--- config.mk ---
export PLATFORM = sky130hd
export DESIGN_NAME = di_master_arbiter
export DESIGN_NICKNAME = d
export VERILOG_FILES = /design/src/rtl/di_pkg.sv /design/src/rtl/di_rr_pick.sv /design/src/rtl/di_master_arbiter.sv
export SDC_FILE = /design/constraint.sdc
export NUM_CORES = 1
export LEC_CHECK = 0
export CAP_MARGIN = 5
export CORE_AREA = 2 2 121 123
export DETAILED_ROUTE_END_ITERATION = 12
export DIE_AREA = 0 0 123 125
export SLEW_MARGIN = 10
export SYNTH_ARGS = -nofsm -noshare
export SYNTH_HDL_FRONTEND = slang
export SYNTH_SLANG_ARGS = --single-unit
--- constraint.sdc ---
create_clock -name if_clock -period 2.6 [get_ports if_clock]
set_clock_uncertainty 0.1 [all_clocks]
set_input_delay 0.39 -clock if_clock [delete_from_list [all_inputs] [get_ports if_clock]]
set_output_delay 0.39 -clock if_clock [all_outputs]
set_load 0.01 [all_outputs]
--- src/rtl/di_pkg.sv ---
// Shared constants and state encoding for the DI register-bus master arbiter.
package di_pkg;

    localparam int unsigned DI_W = 16;
    localparam int unsigned DI_DEFAULT_TIMEOUT = 255;

    typedef enum logic [1:0] {
        IDLE  = 2'd0,
        ISSUE = 2'd1,
        WAIT  = 2'd2,
        DONE  = 2'd3
    } di_state_t;

endpackage

--- src/rtl/di_rr_pick.sv ---
// Combinational round-robin select: first set request bit searching upward from last+1 with wrap.
module di_rr_pick #(
    parameter int unsigned NUM = 2,
    parameter int unsigned IW  = 1
) (
    input  logic [NUM-1:0] req,
    input  logic [IW-1:0]  last,
    output logic [NUM-1:0] winner,
    output logic [IW-1:0]  idx
);

    logic        found;
    int unsigned cand;

    always_comb begin
        winner = '0;
        idx    = '0;
        found  = 1'b0;
        cand   = 0;
        for (int unsigned k = 1; k <= NUM; k++) begin
            cand = (32'(last) + k) % NUM;
            if (!found && req[cand]) begin
                winner[cand] = 1'b1;
                idx          = IW'(cand);
                found        = 1'b1;
            end
        end
    end

endmodule

--- src/rtl/di_master_arbiter.sv ---
// Round-robin arbiter sharing the DI register bus between NUM_MASTERS requesters,
// issuing one-cycle strobes and waiting (with timeout) for the slave handshake.
module di_master_arbiter
    import di_pkg::*;
#(
    parameter int unsigned NUM_MASTERS = 2,
    parameter int unsigned TIMEOUT     = DI_DEFAULT_TIMEOUT
) (
    input  logic                        if_clock,
    input  logic                        reset,
    input  logic [NUM_MASTERS-1:0]      m_req,
    input  logic [NUM_MASTERS-1:0]      m_write,
    input  logic [16*NUM_MASTERS-1:0]   m_ep_addr,
    input  logic [16*NUM_MASTERS-1:0]   m_reg_addr,
    input  logic [16*NUM_MASTERS-1:0]   m_wdata,
    output logic [NUM_MASTERS-1:0]      m_grant,
    output logic [NUM_MASTERS-1:0]      m_done,
    output logic                        m_err,
    output logic [15:0]                 m_rdata,
    output logic [15:0]                 diEpAddr,
    output logic [15:0]                 diRegAddr,
    output logic [15:0]                 diRegDataIn,
    output logic                        diWrite,
    output logic                        diRead,
    input  logic [15:0]                 diRegDataOut,
    input  logic                        rdwr_ready
);

    localparam int unsigned IW        = (NUM_MASTERS > 1) ? $clog2(NUM_MASTERS) : 1;
    localparam logic [15:0] TO_LAST   = 16'(TIMEOUT - 1);
    localparam logic [IW-1:0] LAST_INIT = IW'(NUM_MASTERS - 1);

    di_state_t              state;
    logic                   write_flag;
    logic [15:0]            wait_cnt;
    logic [IW-1:0]          last;
    logic [NUM_MASTERS-1:0] pick_onehot;
    logic [IW-1:0]          pick_idx;

    di_rr_pick #(
        .NUM (NUM_MASTERS),
        .IW  (IW)
    ) u_pick (
        .req    (m_req),
        .last   (last),
        .winner (pick_onehot),
        .idx    (pick_idx)
    );

    always_ff @(posedge if_clock) begin
        if (reset) begin
            state       <= IDLE;
            write_flag  <= 1'b0;
            wait_cnt    <= '0;
            last        <= LAST_INIT;
            m_grant     <= '0;
            m_done      <= '0;
            m_err       <= 1'b0;
            m_rdata     <= '0;
            diEpAddr    <= '0;
            diRegAddr   <= '0;
            diRegDataIn <= '0;
            diWrite     <= 1'b0;
            diRead      <= 1'b0;
        end else begin
            unique case (state)
                IDLE: begin
                    if (|m_req) begin
                        diEpAddr    <= m_ep_addr[pick_idx*DI_W +: DI_W];
                        diRegAddr   <= m_reg_addr[pick_idx*DI_W +: DI_W];
                        diRegDataIn <= m_wdata[pick_idx*DI_W +: DI_W];
                        write_flag  <= m_write[pick_idx];
                        // Strobes are registered here so they are high during the ISSUE cycle itself.
                        diWrite     <= m_write[pick_idx];
                        diRead      <= ~m_write[pick_idx];
                        m_grant     <= pick_onehot;
                        last        <= pick_idx;
                        state       <= ISSUE;
                    end
                end
                ISSUE: begin
                    diWrite  <= 1'b0;
                    diRead   <= 1'b0;
                    wait_cnt <= '0;
                    state    <= WAIT;
                end
                WAIT: begin
                    if (rdwr_ready) begin
                        if (!write_flag) begin
                            m_rdata <= diRegDataOut;
                        end
                        m_err  <= 1'b0;
                        m_done <= m_grant;
                        state  <= DONE;
                    end else if (wait_cnt == TO_LAST) begin
                        m_err  <= 1'b1;
                        m_done <= m_grant;
                        state  <= DONE;
                    end else begin
                        wait_cnt <= wait_cnt + 16'd1;
                    end
                end
                DONE: begin
                    m_done  <= '0;
                    m_grant <= '0;
                    state   <= IDLE;
                end
            endcase
        end
    end

endmodule
; Yosys cells after proc, flatten, opt, wreduce, memory -nomap -nowiden
; Cells that the tools add are included.
[word_totals]
register_bits = 91
out_inout_bits = 71
word_cells = 87
inputBits = 119
[op_classes]
eq_ne = 8
n_shift = 3
n_mux = 33
n_addsub = 3
bitwise_logic = 3
n_lt_le_gt_ge = 5
n_reduce_logical = 19
[op_table]
columns = op, n
row1 = variable part select 32 x 6 -> 16 bit, 3
row2 = two-way mux 16 bit, 2
row3 = case mux 16 bit (2 select lines), 1
row4 = adder 16 x 1 -> 16 bit (second input constant), 1
row5 = equality test 16 x 8 -> 1 bit (second input constant), 1
row6 = two-way mux 2 bit, 8
row7 = two-way mux 1 bit, 15
row8 = AND reduction 2 bit, 6
row9 = nonzero test 2 bit, 5
row10 = case mux 2 bit (2 select lines), 2
row11 = case mux 2 bit (4 select lines), 1
row12 = < comparator 1 x 2 -> 1 bit (second input constant), 3
row13 = inequality test 2 bit (second input constant), 3
row14 = AND reduction 3 bit, 2
row15 = equality test 2 bit (second input constant), 2
row16 = case mux 1 bit (2 select lines), 2
row17 = logical AND 1 bit, 3
row18 = inequality test 3 bit (second input constant), 1
row19 = adder 1 bit (second input constant), 2
row20 = demux 1 bit (select 1 bit), 2
row21 = equality test 2 x 1 -> 1 bit (second input constant), 1
row22 = >= comparator 1 bit (second input constant), 2
row23 = logical NOT 2 bit, 1
row24 = NOT 1 bit, 2
row25 = other kinds (3), 3

; Logic depth before layout (Yosys ltp)
[depth]
depth_word = 12
ltp_mapped = 8
depth_no_buf = 6

; By module
; Synthesis repeated with hierarchy kept, for this count alone.
[hier_totals]
hier_cells = 466
area_unflattened_um2 = 4137.7
[by_module_without_submodules]
columns = module, seq_area_each_um2, instances, cells_per_inst, area_per_inst_um2
row1 = di_master_arbiter, 1821.7, 1, 462, 4111.4
row2 = di_rr_pick, 0.0, 1, 4, 26.3

; Worst setup path before layout
; OpenSTA, ideal clock, no wires.
[synth_path]
kind = reg-to-reg
start = register wait_cnt[0]
end = register wait_cnt[4]
setup_slack_ns = 0.488
synth_period_minus_slack_ns = 2.112
path_stages_with_launch = 8
arrival_ns = 1.875
path_buffers = 1
setup_ns = 0.137
t_required_ns = 2.363
path_cell_list = dfxtp_1 > inv_1 > ha_1 > or4b_4 > o41a_1 > buf_6 > a21oi_1 > a311oi_2
[synth_via]
elab_chain_cells = 4
elab_cells_between_ends = 7
classes_between = add/sub (1) / eq/ne (2) / mux (3) / reduce/logical (1)
[synth_rtl]
columns = element, line_no
row1 = start: declaration, di_master_arbiter.sv:35  ; logic [15:0] wait_cnt;
row2 = start signal: assignment, di_master_arbiter.sv:100  ; wait_cnt <= wait_cnt + 16'd1;
row3 = adder 16 x 1 -> 16 bit, di_master_arbiter.sv:100
row4 = two-way mux 16 bit, di_master_arbiter.sv:95  ; end else if (wait_cnt == TO_LAST) begin
row5 = two-way mux 16 bit, di_master_arbiter.sv:88  ; if (rdwr_ready) begin
row6 = case mux 16 bit (2 select lines), di_master_arbiter.sv:66  ; unique case (state)
; Several ways; a longest one is shown, not always the timed one. The select of a mux whose other input is x is not followed.
; A chain may end at the register's enable or synchronous reset.

; Final worst setup path
[layout_path]
start = register wait_cnt[0]
end = register wait_cnt[9]
; The elaborated chain is that of the path after synthesis.

==> flow_metrics.env <==
export IMPL_syn_to_final_growth_pct=58.93
export IMPL_portBuffers=189
export IMPL_fin_cells=821
export IMPL_die_x_um=123
export IMPL_r2r_start="wait_cnt[0]$_SDFFE_PP0P_"
export IMPL_period_needed_ns=2.383
export IMPL_synth_xor_area_frac=0
export IMPL_cp_max_fo=16
export IMPL_die_area_um2=15380
export IMPL_path_cells="inv_1 > ha_1 > or4b_4 > o41a_1 > nand4_1 > mux2i_1"
export IMPL_r2r_slack_ns=0.22
export IMPL_routabilityCongestion=0.7911
export IMPL_place_ws_ns=0.1615
export IMPL_synth_flop_cell="dfxtp_1"
export IMPL_power_total_uw=5564
export IMPL_min_to="m_rdata[7]$_SDFFE_PP0P_"
export IMPL_nets=758
export IMPL_ir_drop_v=0.0003777
export IMPL_grt_pass1_wl_um=19000
export IMPL_dpl_instance_area_um2=6242
export IMPL_cp_start_kind="flop"
export IMPL_num_rows=44
export IMPL_use_met2=0.2636
export IMPL_synth_area_um2=4134
export IMPL_clk_latency_ns=0.34
export IMPL_synth_nets=582
export IMPL_core_area_um2=14200
export IMPL_crit_type="flop to flop"
export IMPL_overflow=0
export IMPL_wl_per_cell_um=14.43
export IMPL_maxSlewHeadroom=0.5263
export IMPL_outcome="finished, final reports clean"
export IMPL_ant_nets=0
export IMPL_viasPerCell=4.715
export IMPL_cts_made_buffers=9
export IMPL_fin_setup_tns_ns=0
export IMPL_vias=3871
export IMPL_hp_start="m_rdata[7]$_SDFFE_PP0P_"
export IMPL_p_leak_uw=0.002407
export IMPL_gr_usage_met3=0.06387
export IMPL_die_h_um=125
export IMPL_stdcell_area_um2=6570
export IMPL_synth_avg_cell_area_um2=9.066
export IMPL_timing_final_crit_share=0.9165
export IMPL_clockRootBuffer="clkbuf_16"
export IMPL_synth_mux_area_frac=0.1380
export IMPL_initial_utilization=0.2911
export IMPL_track_usage=0.1565
export IMPL_dp_cells=805
export IMPL_cp_slowest_stage_delay_ns=0.71
export IMPL_drt_iter0_markers=89
export IMPL_drc=0
export IMPL_power_density_nw_per_um2=846.9
export IMPL_ys_ff_latch=91
export IMPL_synth_fa_ha_area_frac=0.02119
export IMPL_yosysSeqAreaShare=0.4407
export IMPL_hold_depth=2
export IMPL_first_global_vias=3930
export IMPL_use_met1=0.1758
export IMPL_drv_slew=0
export IMPL_drive_above_1_share=0.07535
export IMPL_synthArstFlopShare=0
export IMPL_hold_viol=0
export IMPL_clock_sinks=91
export IMPL_rsz0062_at_grt="no"
export IMPL_cts_repair_resize_count=0
export IMPL_ys_types=49
export IMPL_fmax_mhz=419.7
export IMPL_synth_edf_count=0
export IMPL_worstReg2RegEnd="wait_cnt[9]$_SDFFE_PP0P_"
export IMPL_reg2regPathDepth=6
export IMPL_cts_tree="done"
export IMPL_synth_top_family_by_area="simple AND/OR/NAND/NOR gates"
export IMPL_ctsHtreeMaxLevel=3
export IMPL_worst_pin_slew_ns=0.7106
export IMPL_synth_compound_area_share=0.1704
export IMPL_worstPathArrival_ns=2.56
export IMPL_grt_max_degree=63
export IMPL_antenna_found_initial=0
export IMPL_fin_ws_ns=0.2171
export IMPL_critPathSlowestCell="o41a_1"
export IMPL_ios=190
export IMPL_yosys_area_share_simple=0.1889
export IMPL_min_path_type="flop to flop"
export IMPL_syn_inst=456
export IMPL_ys_warn_count=0
export IMPL_dr_pass1_iters=4
export IMPL_drt_wl_total_um=11850
export IMPL_diodes=0
export IMPL_clk_pin_slew_ns=0.06
export IMPL_crit_required_ns=2.78
export IMPL_cts_setup_buffers=0
export IMPL_critPathCaptureType="flop"
export IMPL_clk_path_buf_depth=2
export IMPL_drv_cap=0
export IMPL_cts_hold_buf=0
export IMPL_busiest_layer="met2"
export IMPL_setup_violations_final=0
export IMPL_dp_hpwl_um=8841
-- per-layer routing --
layer	wire (um)	share of wire	vias up
li1	-	-	1990
met5	0	0	-
met3	1084	0.091	12
met2	5665	0.48	140
met4	181	0.015	0
met1	4917	0.41	1729
-- sequential cells by signal, summed over array words and instances (netlist names), 2 cells and up --
register     count
state            2
diRegDataIn     16
wait_cnt        16
m_grant          2
m_done           2
diRegAddr       16
diEpAddr        16
m_rdata         16
-- worst max-delay path, delay by kind of cell, from the launching register on --
family          cells  cell delay (ns)
simple gates        2             0.72
flops               1             0.35
fa+ha+maj           1             0.14
buf+inv             1             0.11
mux                 1             0.19
compound gates      1             0.71
-- cell type report --
type	count	area [um^2]
Tap cell	184	230.2
Sequential cell	91	1822
Fill cell	1404	7634
Timing Repair Buffer	200	2009
Clock inverter	5	85.08
Inverter	5	18.77
Multi-Input combinational cell	325	2162
Clock buffer	11	242.7
-- cells by family (layout without fill, tap and decap cells) --
logic type,after synthesis,after routing
AND/OR/NAND/NOR,163,163
AO/OA/AOI/OAI,98,98
flip-flops,91,91
multiplexers,57,57
buffers and inverters,40,221
adder cells (fa/ha/maj),7,7
-- worst max-delay path by stage --
stage	cells after the start	start	end	slack (ns)
floorplan	7	wait_cnt[0]$_SDFFE_PP0P_	wait_cnt[4]$_SDFFE_PP0P_	0.49
global placement	5	rdwr_ready	wait_cnt[6]$_SDFFE_PP0P_	0.27
detailed placement	5	rdwr_ready	wait_cnt[6]$_SDFFE_PP0P_	0.16
CTS	6	wait_cnt[0]$_SDFFE_PP0P_	wait_cnt[9]$_SDFFE_PP0P_	0.21
global route	6	wait_cnt[0]$_SDFFE_PP0P_	wait_cnt[13]$_SDFFE_PP0P_	0.06
finish	6	wait_cnt[0]$_SDFFE_PP0P_	wait_cnt[9]$_SDFFE_PP0P_	0.22
-- cell usage after synthesis (4+ instances only) --
master,number,share of area
nor2_1,58,0.053
or3_1,4,0.0061
nor2b_1,5,0.0076
nand2b_1,7,0.011
ha_1,7,0.021
or2_2,8,0.012
nand2_1,50,0.045
buf_2,6,0.0073
dfxtp_1,91,0.44
mux2i_1,57,0.14
nand4_1,6,0.0091
a21oi_1,23,0.028
nand3_1,8,0.0097
clkbuf_1,26,0.024
inv_1,5,0.0045
a211oi_1,50,0.091
-- cell usage in the layout, fill, tap and decap left out, types with 2 or more instances in the layout --
cell,synthesis,routed
nand3_2,3,3
bufinv_16,0,2
o211ai_1,2,2
nand4_1,6,6
dfxtp_1,91,91
buf_4,1,9
o32ai_1,2,2
nand2b_1,7,7
o311ai_0,2,2
ha_1,7,7
nor4_1,2,2
nor2_1,58,58
a22oi_1,2,2
or3_1,4,4
clkbuf_16,0,9
o21ai_0,2,2
a31oi_1,2,2
o21ai_1,2,2
buf_12,0,3
o41ai_1,2,2
clkdlybuf4s50_1,0,188
nor2b_1,5,5
a211oi_1,50,50
nand2_1,50,50
mux2i_1,57,57
a21oi_1,23,23
inv_1,5,5
or2_2,8,8
nand3_1,8,8
nand3b_1,2,2
-- power by group --
part	total (uW)	switching [uW]	internal, uW
Clock	1430	555	874
Sequential	1920	188	1730
Combinational	2220	1070	1150
Total	5560	1810	3750
-- through the flow --
| stage | utilization | hold WS (ns) |
|---|---|---|
| after global placement | 0.4395 | 0.3435 |
| after floorplan | - | 0.3466 |
| after global routing | 0.4626 | 0.3742 |
| final | 0.4626 | 0.3550 |
| after CTS | 0.4626 | 0.3571 |
| after detailed placement | 0.4395 | 0.3484 |
(Power assumes the default switching activity.)
